File: config.mk
export PLATFORM = sky130hd
export DESIGN_NAME = adc_sample_fetcher
export DESIGN_NICKNAME = d
export VERILOG_FILES = /design/src/rtl/adc_sample_fetcher.sv
export SDC_FILE = /design/constraint.sdc
export NUM_CORES = 1
export LEC_CHECK = 0
export BUFFER_PORTS_ARGS = -buffer_cell sky130_fd_sc_hd__buf_4
export CAP_MARGIN = 20
export CORE_AREA = 2 2 201 203
export CTS_BUF_LIST = sky130_fd_sc_hd__clkbuf_4 sky130_fd_sc_hd__clkbuf_8 sky130_fd_sc_hd__clkbuf_16
export DETAILED_ROUTE_END_ITERATION = 12
export DIE_AREA = 0 0 203 205
export PLACE_DENSITY = 0.67
export SLEW_MARGIN = 20
export SYNTH_ARGS = -nofsm -noshare
export SYNTH_HDL_FRONTEND = slang
export SYNTH_SLANG_ARGS = --single-unit
File: constraint.sdc
create_clock -name clk -period 3.8 [get_ports clk]
set_input_delay 1.14 -clock clk [delete_from_list [all_inputs] [get_ports clk]]
set_output_delay 1.14 -clock clk [all_outputs]
set_load 0.01 [all_outputs]
File: src/rtl/adc_sample_fetcher.sv
// ADC req/rdy/dat initiator: resets the ADC, fetches samples one request at a time,
// and buffers them in a FIFO that is drained over a valid/ready stream.
module adc_sample_fetcher #(
  parameter int unsigned       DATA_W     = 16,
  parameter int unsigned       FIFO_DEPTH = 16,
  parameter int unsigned       REQ_HI     = 2,
  parameter int unsigned       TIMEOUT    = 255,
  parameter logic [DATA_W-1:0] END_MARK   = DATA_W'(16'h00FF)
) (
  input  logic                        clk,
  input  logic                        rst,
  input  logic                        start,
  input  logic [15:0]                 num_samples,
  input  logic                        ends_on_mark,
  output logic                        adc_req,
  output logic                        adc_rst,
  input  logic                        adc_rdy,
  input  logic [DATA_W-1:0]           adc_dat,
  output logic                        out_valid,
  input  logic                        out_ready,
  output logic [DATA_W-1:0]           out_data,
  output logic [$clog2(FIFO_DEPTH):0] fifo_level,
  output logic                        busy,
  output logic                        done,
  output logic                        timeout_err
);

  localparam int unsigned PTR_W = $clog2(FIFO_DEPTH);
  localparam int unsigned LVL_W = PTR_W + 1;
  localparam int unsigned PH_W  = $clog2(REQ_HI + 2);
  localparam int unsigned TMO_W = $clog2(TIMEOUT + 1) + 1;
  localparam int unsigned CNT_W = 16;

  typedef enum logic [2:0] {
    S_IDLE, S_ARST, S_GAP, S_ISSUE, S_REQ, S_WAIT, S_CAP, S_FIN
  } state_t;

  state_t             r_state;
  state_t             w_next_state;
  logic [PH_W-1:0]    r_phase;
  logic [TMO_W-1:0]   r_tmo;
  logic [CNT_W-1:0]   r_count;
  logic [CNT_W-1:0]   r_num;
  logic               r_mark_en;
  logic               r_rdy_meta;
  logic               r_rdy_s;
  logic               r_adc_req;
  logic               r_adc_rst;
  logic               r_busy;
  logic               r_done;
  logic               r_timeout_err;
  logic               w_adc_req_d;
  logic               w_adc_rst_d;
  logic               w_busy_d;
  logic               w_done_d;

  logic [DATA_W-1:0]  r_mem [FIFO_DEPTH];
  logic [PTR_W-1:0]   r_wr_ptr;
  logic [PTR_W-1:0]   r_rd_ptr;
  logic [LVL_W-1:0]   r_level;
  logic               r_out_valid;
  logic [DATA_W-1:0]  r_out_data;
  logic [PTR_W-1:0]   w_rd_next;
  logic [LVL_W-1:0]   w_level_next;
  logic [DATA_W-1:0]  w_head_next;

  logic               w_fifo_full;
  logic               w_mark_hit;
  logic [CNT_W-1:0]   w_count_inc;
  logic               w_last;
  logic               w_accept;
  logic               w_timeout;
  logic               w_push;
  logic               w_pop;

  assign w_fifo_full = (r_level == LVL_W'(FIFO_DEPTH));
  assign w_mark_hit  = r_mark_en && (adc_dat == END_MARK);
  assign w_count_inc = r_count + CNT_W'(1);
  assign w_last      = (r_num != '0) && (w_count_inc == r_num);
  assign w_accept    = (r_state == S_IDLE) && start;
  assign w_timeout   = (r_state == S_WAIT) && !r_rdy_s && (r_tmo == TMO_W'(TIMEOUT));
  assign w_push      = (r_state == S_CAP) && !w_mark_hit;
  assign w_pop       = r_out_valid && out_ready;

  // State register
  always_ff @(posedge clk or posedge rst) begin
    if (rst) r_state <= S_IDLE;
    else     r_state <= w_next_state;
  end

  // Next-state logic; rdy is only seen through the synchronizer
  always_comb begin
    w_next_state = r_state;
    case (r_state)
      S_IDLE:  if (start) w_next_state = S_ARST;
      S_ARST:  if (r_phase == PH_W'(1)) w_next_state = S_GAP;
      S_GAP:   w_next_state = S_ISSUE;
      S_ISSUE: if (!w_fifo_full) w_next_state = S_REQ;
      S_REQ:   if (r_phase == PH_W'(REQ_HI - 1)) w_next_state = S_WAIT;
      S_WAIT: begin
        if (r_rdy_s)                           w_next_state = S_CAP;
        else if (r_tmo == TMO_W'(TIMEOUT))     w_next_state = S_IDLE;
      end
      S_CAP:   w_next_state = (w_mark_hit || w_last) ? S_FIN : S_ISSUE;
      S_FIN:   w_next_state = S_IDLE;
      default: w_next_state = S_IDLE;
    endcase
  end

  // Output decode from the next state so registered outputs line up with the state
  always_comb begin
    w_adc_req_d = 1'b0;
    w_adc_rst_d = 1'b0;
    w_busy_d    = 1'b0;
    w_done_d    = 1'b0;
    w_adc_req_d = (w_next_state == S_REQ);
    w_adc_rst_d = (w_next_state == S_ARST);
    w_busy_d    = (w_next_state != S_IDLE);
    w_done_d    = (w_next_state == S_FIN);
  end

  always_ff @(posedge clk or posedge rst) begin
    if (rst) begin
      r_adc_req     <= 1'b0;
      r_adc_rst     <= 1'b0;
      r_busy        <= 1'b0;
      r_done        <= 1'b0;
      r_timeout_err <= 1'b0;
      r_rdy_meta    <= 1'b0;
      r_rdy_s       <= 1'b0;
      r_phase       <= '0;
      r_tmo         <= '0;
      r_count       <= '0;
      r_num         <= '0;
      r_mark_en     <= 1'b0;
    end else begin
      r_adc_req  <= w_adc_req_d;
      r_adc_rst  <= w_adc_rst_d;
      r_busy     <= w_busy_d;
      r_done     <= w_done_d;
      r_rdy_meta <= adc_rdy;
      r_rdy_s    <= r_rdy_meta;
      // Phase counter restarts on every state change
      r_phase    <= (w_next_state == r_state) ? PH_W'(r_phase + 1'b1) : '0;
      r_tmo      <= ((r_state == S_WAIT) && (w_next_state == S_WAIT)) ?
                    TMO_W'(r_tmo + 1'b1) : '0;
      if (w_accept) begin
        r_num     <= num_samples;
        r_mark_en <= ends_on_mark;
        r_count   <= '0;
      end else if (w_push) begin
        r_count   <= w_count_inc;
      end
      if (w_accept)       r_timeout_err <= 1'b0;
      else if (w_timeout) r_timeout_err <= 1'b1;
    end
  end

  // FIFO next-state: level, read pointer and the registered head word
  always_comb begin
    w_level_next = r_level;
    if (w_push && !w_pop)      w_level_next = LVL_W'(r_level + 1'b1);
    else if (!w_push && w_pop) w_level_next = LVL_W'(r_level - 1'b1);
    w_rd_next   = w_pop ? PTR_W'(r_rd_ptr + 1'b1) : r_rd_ptr;
    w_head_next = r_out_data;
    if (w_push && ((r_level == '0) || ((r_level == LVL_W'(1)) && w_pop)))
      w_head_next = adc_dat;
    else if (w_level_next != '0)
      w_head_next = r_mem[w_rd_next];
  end

  always_ff @(posedge clk) begin
    if (w_push) r_mem[r_wr_ptr] <= adc_dat;
  end

  always_ff @(posedge clk or posedge rst) begin
    if (rst) begin
      r_wr_ptr    <= '0;
      r_rd_ptr    <= '0;
      r_level     <= '0;
      r_out_valid <= 1'b0;
      r_out_data  <= '0;
    end else begin
      if (w_push) r_wr_ptr <= PTR_W'(r_wr_ptr + 1'b1);
      r_rd_ptr    <= w_rd_next;
      r_level     <= w_level_next;
      r_out_valid <= (w_level_next != '0);
      r_out_data  <= w_head_next;
    end
  end

  assign adc_req     = r_adc_req;
  assign adc_rst     = r_adc_rst;
  assign busy        = r_busy;
  assign done        = r_done;
  assign timeout_err = r_timeout_err;
  assign out_valid   = r_out_valid;
  assign out_data    = r_out_data;
  assign fifo_level  = r_level;

endmodule

# [Yosys cells after proc, flatten, opt, wreduce, memory -nomap -nowiden]
# Memories as Yosys holds them, arrays and structs flattened.
# Index checks and enable logic that the tools add are counted.
[totals] register_bits=84 out_inout_bits=27 inputBits=38 latchBits=0 rom_bits=0 memories=1 ramBits=256 elab_cells=91
[classes] div=0 shift=0 order_cmp=0 reduce_logical=26 multipliers=0 n_eq_ne=18 bitwise=0 mux=21 add_sub_neg=7
[memory_table] name="r_mem" depth=16 width=16 read_ports=1 rd_clocked_by_memory_dff=0 wr=1 line="57" rtl="logic [DATA_W-1:0] r_mem [FIFO_DEPTH];"
[op_table] op="2-to-1 mux 16 bit" n=4
[op_table] op="case mux 3 bit (8 select lines)" n=1
[op_table] op="equality test 3 bit, second input constant" n=7
[op_table] op="2-to-1 mux 3 bit" n=7
[op_table] op="adder 16 x 1 -> 16 bit, second input constant" n=1
[op_table] op="equality test 16 bit" n=1
[op_table] op="equality test 16 x 8 -> 1 bit, second input constant" n=1
[op_table] op="nonzero test 16 bit" n=1
[op_table] op="logical AND 1 bit" n=12
[op_table] op="2-to-1 mux 5 bit" n=2
[op_table] op="adder 9 x 1 -> 9 bit, second input constant" n=1
[op_table] op="equality test 9 x 8 -> 1 bit, second input constant" n=1
[op_table] op="2-to-1 mux 9 bit" n=1
[op_table] op="adder 4 x 1 -> 4 bit, second input constant" n=2
[op_table] op="equality test 3 x 1 -> 1 bit, second input constant" n=2
[op_table] op="equality test 3 x 2 -> 1 bit, second input constant" n=2
[op_table] op="nonzero test 2 bit" n=3
[op_table] op="adder 5 x 1 -> 5 bit, second input constant" n=1
[op_table] op="equality test 5 x 1 -> 1 bit, second input constant" n=1
[op_table] op="equality test 5 bit, second input constant" n=1
[op_table] op="zero test 5 bit" n=1
[op_table] op="nonzero test 5 bit" n=1
[op_table] op="subtractor 5 x 1 -> 5 bit, second input constant" n=1
[op_table] op="zero test 1 bit" n=4
[op_table] op="other kinds (9)" n=13

# [Logic depth before layout (Yosys ltp)]
[depth] word_depth=11 ltp_mapped=12 mapped_depth_nobuf=9

# [Worst setup path after synthesis]
# OpenSTA, ideal clock, no wires.
[synth_timing] path_kind="in2reg" from="input adc_dat[6]" to="memory r_mem[3][0], enable pin" required_time_ps=3391 arrival_time_ps=3278 path_slack_ps=113 path_stages=6 path_buffers=1 setup_ps=409 cell_sequence="and4b_1 and3_1 a21oi_2 buf_4 nand2_1 nor3_1"
[synth_between] elab_chain_len=6
[synth_lines] item="start: declaration" line="18" rtl="input logic [DATA_W-1:0] adc_dat,"
[synth_lines] item="equality test 16 x 8 -> 1 bit" line="77" rtl="assign w_mark_hit = r_mark_en && (adc_dat == END_MARK);"
[synth_lines] item="logical AND 1 bit" line="77"
[synth_lines] item="zero test 1 bit" line="82" rtl="assign w_push = (r_state == S_CAP) && !w_mark_hit;"
[synth_lines] item="logical AND 1 bit" line="82"
[synth_lines] item="2-to-1 mux 1 bit" line="173" rtl="if (w_push) r_mem[r_wr_ptr] <= adc_dat;"
[synth_lines] item="2-to-1 mux 1 bit (implied by the code)" line="173"
[synth_lines] item="end: declaration" line="57"
# Every way passes these cells.

# [Worst setup path after layout]
[layout_timing] from="register r_rd_ptr[0]" to="register r_out_data[7] (netlist: out_data[7])"
[layout_between] elab_chain_len=5
[layout_lines] item="start: declaration" line="59" rtl="logic [PTR_W-1:0] r_rd_ptr;"
[layout_lines] item="start signal: assignment" line="185" rtl="r_rd_ptr <= w_rd_next;"
[layout_lines] item="adder 4 x 1 -> 4 bit" line="164" rtl="w_rd_next = w_pop ? PTR_W'(r_rd_ptr + 1'b1) : r_rd_ptr;"
[layout_lines] item="2-to-1 mux 4 bit (*)" line="164"
[layout_lines] item="memory read (16 x 16 bit) (*)"
[layout_lines] item="2-to-1 mux 16 bit (*)" line="168" rtl="else if (w_level_next != '0)"
[layout_lines] item="2-to-1 mux 16 bit (*)" line="166" rtl="if (w_push && ((r_level == '0) || ((r_level == LVL_W'(1)) && w_pop)))"
[layout_lines] item="end signal: assignment" line="188" rtl="r_out_data <= w_head_next;"
[layout_lines] item="end: declaration" line="62" rtl="logic [DATA_W-1:0] r_out_data;"
# Every way passes the cells marked *; elsewhere a longest branch is shown, timed or not. The select of a mux whose other input is x is not followed.
# A chain may end at the register's enable or synchronous reset.

==> results by group <==
Outcome
  • Status: completed

Synth
  • Syn. warnings: 0
  • Syn nets: 1343
  • Cells after Synth: 1293
  • Dominant cells by area after synthesis: edfxtp_1 44%, mux2i_1 21%, dfrtp_1 12%
  • Yosys reg bits: 340
  • Most used DFF post-synth: edfxtp_1
  • Post-Syn Area: 0.0176 mm²
  • Post-synth ARST share: 24.7%
  • Distinct cells, synth: 72
  • Top cell type's share of synthesized area: 43.6%
  • Sequential fraction of the synthesis area: 55.6%
  • Post-synth EDFFs: 256
  • Yosys top cell by area: edfxtp_1
  • Syn avg cell area: 13.6 µm²

Critical path
  • CP Class: register to register
  • Critical Path Stages: 9
  • WP data required: 4210 ps
  • CP Data Arrival Time: 3620 ps
  • CP max stage cell: ha_4
  • CP Buf/Inv Count: 1
  • Delay of the slowest critical-path stage: 870 ps
  • Most used cell, CP: mux2i_1
  • Largest delay share family, worst path: multiplexers
  • Reg2Reg Depth: 9
  • CP cell instances: ha_4 > buf_4 > mux2i_1 > mux2i_1 > mux2i_1 > mux2i_1 > mux2_2 > a31oi_1 > o21ai_1
  • Crit. End Element: register
  • Startpoint Class: register
  • CP max FO: 47

STA
  • Crit path time final: 3210 ps
  • Setup TNS Final: 0 ps
  • Final Hold Fails: 0
  • Slew @ Worst Pin: 969 ps
  • Setup violations, final: 0
  • FMAX: 311 MHz
  • Tcrit/Tclk final: 84.5%
  • Max-slew violation count: 0
  • Final hold slack: 367 ps
  • Final Skew: 12.6 ps
  • Worst slew margin: 35.4%
  • RSZ-0062 raised after global routing: false

Global route
  • Vias in the first global route: 11400
  • Largest net degree at the start of global routing: 130
  • Global-route wire length before repair: 67.1 mm
  • GRT Total Usage: 21.3%
  • Initial antenna violation count: 0
  • Overflow after GRT: 0

Min path
  • WHS Path Cells: 0
  • Worst hold path type: register to register

CTS
  • Number of post-CTS setup repair buffers: 0
  • CTS sink cnt: 340
  • Clock transition at path regs: 60 ps
  • Clk root buf: clkbuf_16
  • CTS tree: built
  • Post-CTS Hold Buffers: 0
  • H-tree depth: 2
  • Num CTS Buffers: 38
  • Worst skew pair latency: 530 ps
  • Cts repair resizes: 0
  • Clock Tree Buf Depth: 3

Drt
  • Residual DRC: 0
  • Drt first pass iters: 5
  • Vias per cell: 5.81
  • Final WL: 44.0 mm
  • Post-DR wirelength/cell: 22.8 µm
  • Starting DRC count in detailed routing: 679
  • Post-route ant nets: 0
  • Via count: 11200

Pwr
  • Pwr Density: 789 mW/mm²
  • Leak: 8.10 nW
  • Max VDD drop: 0.590 mV

Finish
  • Area grow syn2layout: 15.6%
  • Fill count: 3348
  • Fin util: 51.7%
  • # diodes: 0
  • Final nets: 1426
  • Fin area: 0.0204 mm²
  • Share of post-route cells with drive strength above 1: 20.7%
  • Final Non-Filler Cells: 1930

Floorplanning
  • Row count: 73
  • Die height: 205 µm
  • Initial core utilization: 44.8%
  • Chip width: 203 µm
  • Core region area: 0.0394 mm²
  • Die area: 0.0416 mm²
  • IO Count: 65

Placed design
  • Global placement routability congestion: 0.859
  • # placed instances: 1861
  • DP HPWL: 28.7 mm
  • IO Port Bufs: 64
  • Placed cell area: 0.0191 mm²

Flow run
  • Max_cap viols: 0
==> cell type report <==
class	instances	area [µm²]	share of cell area (%)
clock buffer	52	1130	5.54
timing repair buffer	130	1160	5.71
tap	525	657	3.23
clock inverter	17	164	0.805
multi-input combinational	849	7390	36.3
inverter	17	67.6	0.332
sequential	340	9790	48.1
==> synth_stat cells, types with 4 or more instances <==
cell type and n:
ha_1 12, or3_1 4, o31ai_1 6, dfrtp_1 84
buf_4 7, nor2b_1 5, nand4_1 6, o41ai_1 7
nor4_1 12, mux4_2 29, xor2_1 8, nand2b_1 6
edfxtp_1 256, mux4_1 5, clkbuf_1 20, buf_6 8
nor3_1 16, buf_1 9, a21oi_1 9, o21ai_1 11
nand3_1 22, buf_2 42, and4_1 4, inv_1 14
a31oi_1 23, o22ai_1 5, o21ai_0 36, and3b_1 4
and2_1 5, nor2_1 41, and3_1 5, nand2_1 109
xnor2_1 24, o41ai_2 10, mux2i_1 363, mux2_2 15
==> registers in the layout, indices dropped and copies added, names as in the netlist, 2 cells and up <==
name and flops:
fifo_level 5, out_data 16, r_count 16, r_mem 256, r_num 16, r_phase 2
r_rd_ptr 4, r_state 3, r_tmo 9, r_wr_ptr 4
==> stage by stage <==
stage	power, W	setup WS, ps
detailed placement	0.0124	200
global route	0.0169	434
floorplan	0.0104	113
global placement	0.0123	181
CTS	0.0162	577
finish	0.0161	589
==> cells by family (layout without fill, tap and decap cells) <==
group,after synthesis,after routing,synth area share (%)
AOI/OAI and AO/OA,134,134,5.48
xor gates and xnor gates,34,34,1.84
adders and majority gates,13,13,0.909
buffers and inverters,104,216,3.08
DFF,340,340,55.6
muxes,413,413,26.2
and+or+nand+nor,255,255,6.97
==> worst paths after layout <==
path / startpoint / to / slack [ps]
setup / recovery: r_rd_ptr[0] / out_data[7] / 590
hold / removal: r_rdy_meta / r_rdy_s / 370
setup reg to reg: r_rd_ptr[0] / out_data[7] / 590
hold reg to reg: r_rdy_meta / r_rdy_s / 370
max in group asynchronous: rst / r_wr_ptr[0] / 2440
min in group asynchronous: rst / r_state[2] / 700
==> layer usage <==
metal  share of wire [%]  track usage, %  up-vias
li1                    -               -     5129
met1                  43            28.0     5662
met2                  49            36.4      345
met3                 4.7            2.64       83
met4                 3.3            7.87        0
met5                   0               0        -
==> worst register-to-register path, delay by kind of cell (launching register included) <==
kind	cells	cell delay, ps
flip-flops	1	500
adder cells (fa/ha/maj)	1	870
AO/OA/AOI/OAI	2	260
multiplexers	5	980
buffers and inverters	1	480
==> power breakdown <==
| part | internal, W | switching, W | total, W |
|---|---|---|---|
| clock | 0.00229 | 0.00146 | 0.00375 |
| combinational | 0.00355 | 0.00394 | 0.00749 |
| sequential | 0.00437 | 0.000454 | 0.00482 |
==> cells in the final DEF (no fill, tap or decap), drive strengths merged, types with 5 or more instances in the layout <==
master	Yosys	layout
mux2i	364	364
edfxtp	256	256
buf	67	130
nand2	109	109
dfrtp	84	84
clkbuf	20	52
o21ai	47	47
nor2	41	41
mux4	34	34
xnor2	24	24
a31oi	24	24
nand3	23	23
inv	17	17
nor3	17	17
o41ai	17	17
mux2	15	15
nor4	13	13
ha	12	12
clkinv	0	12
a21oi	10	10
xor2	10	10
nand4	6	6
o31ai	6	6
nand2b	6	6
and2	5	5
and3	5	5
o22ai	5	5
nor2b	5	5
Power figures use the tool's default switching activity.
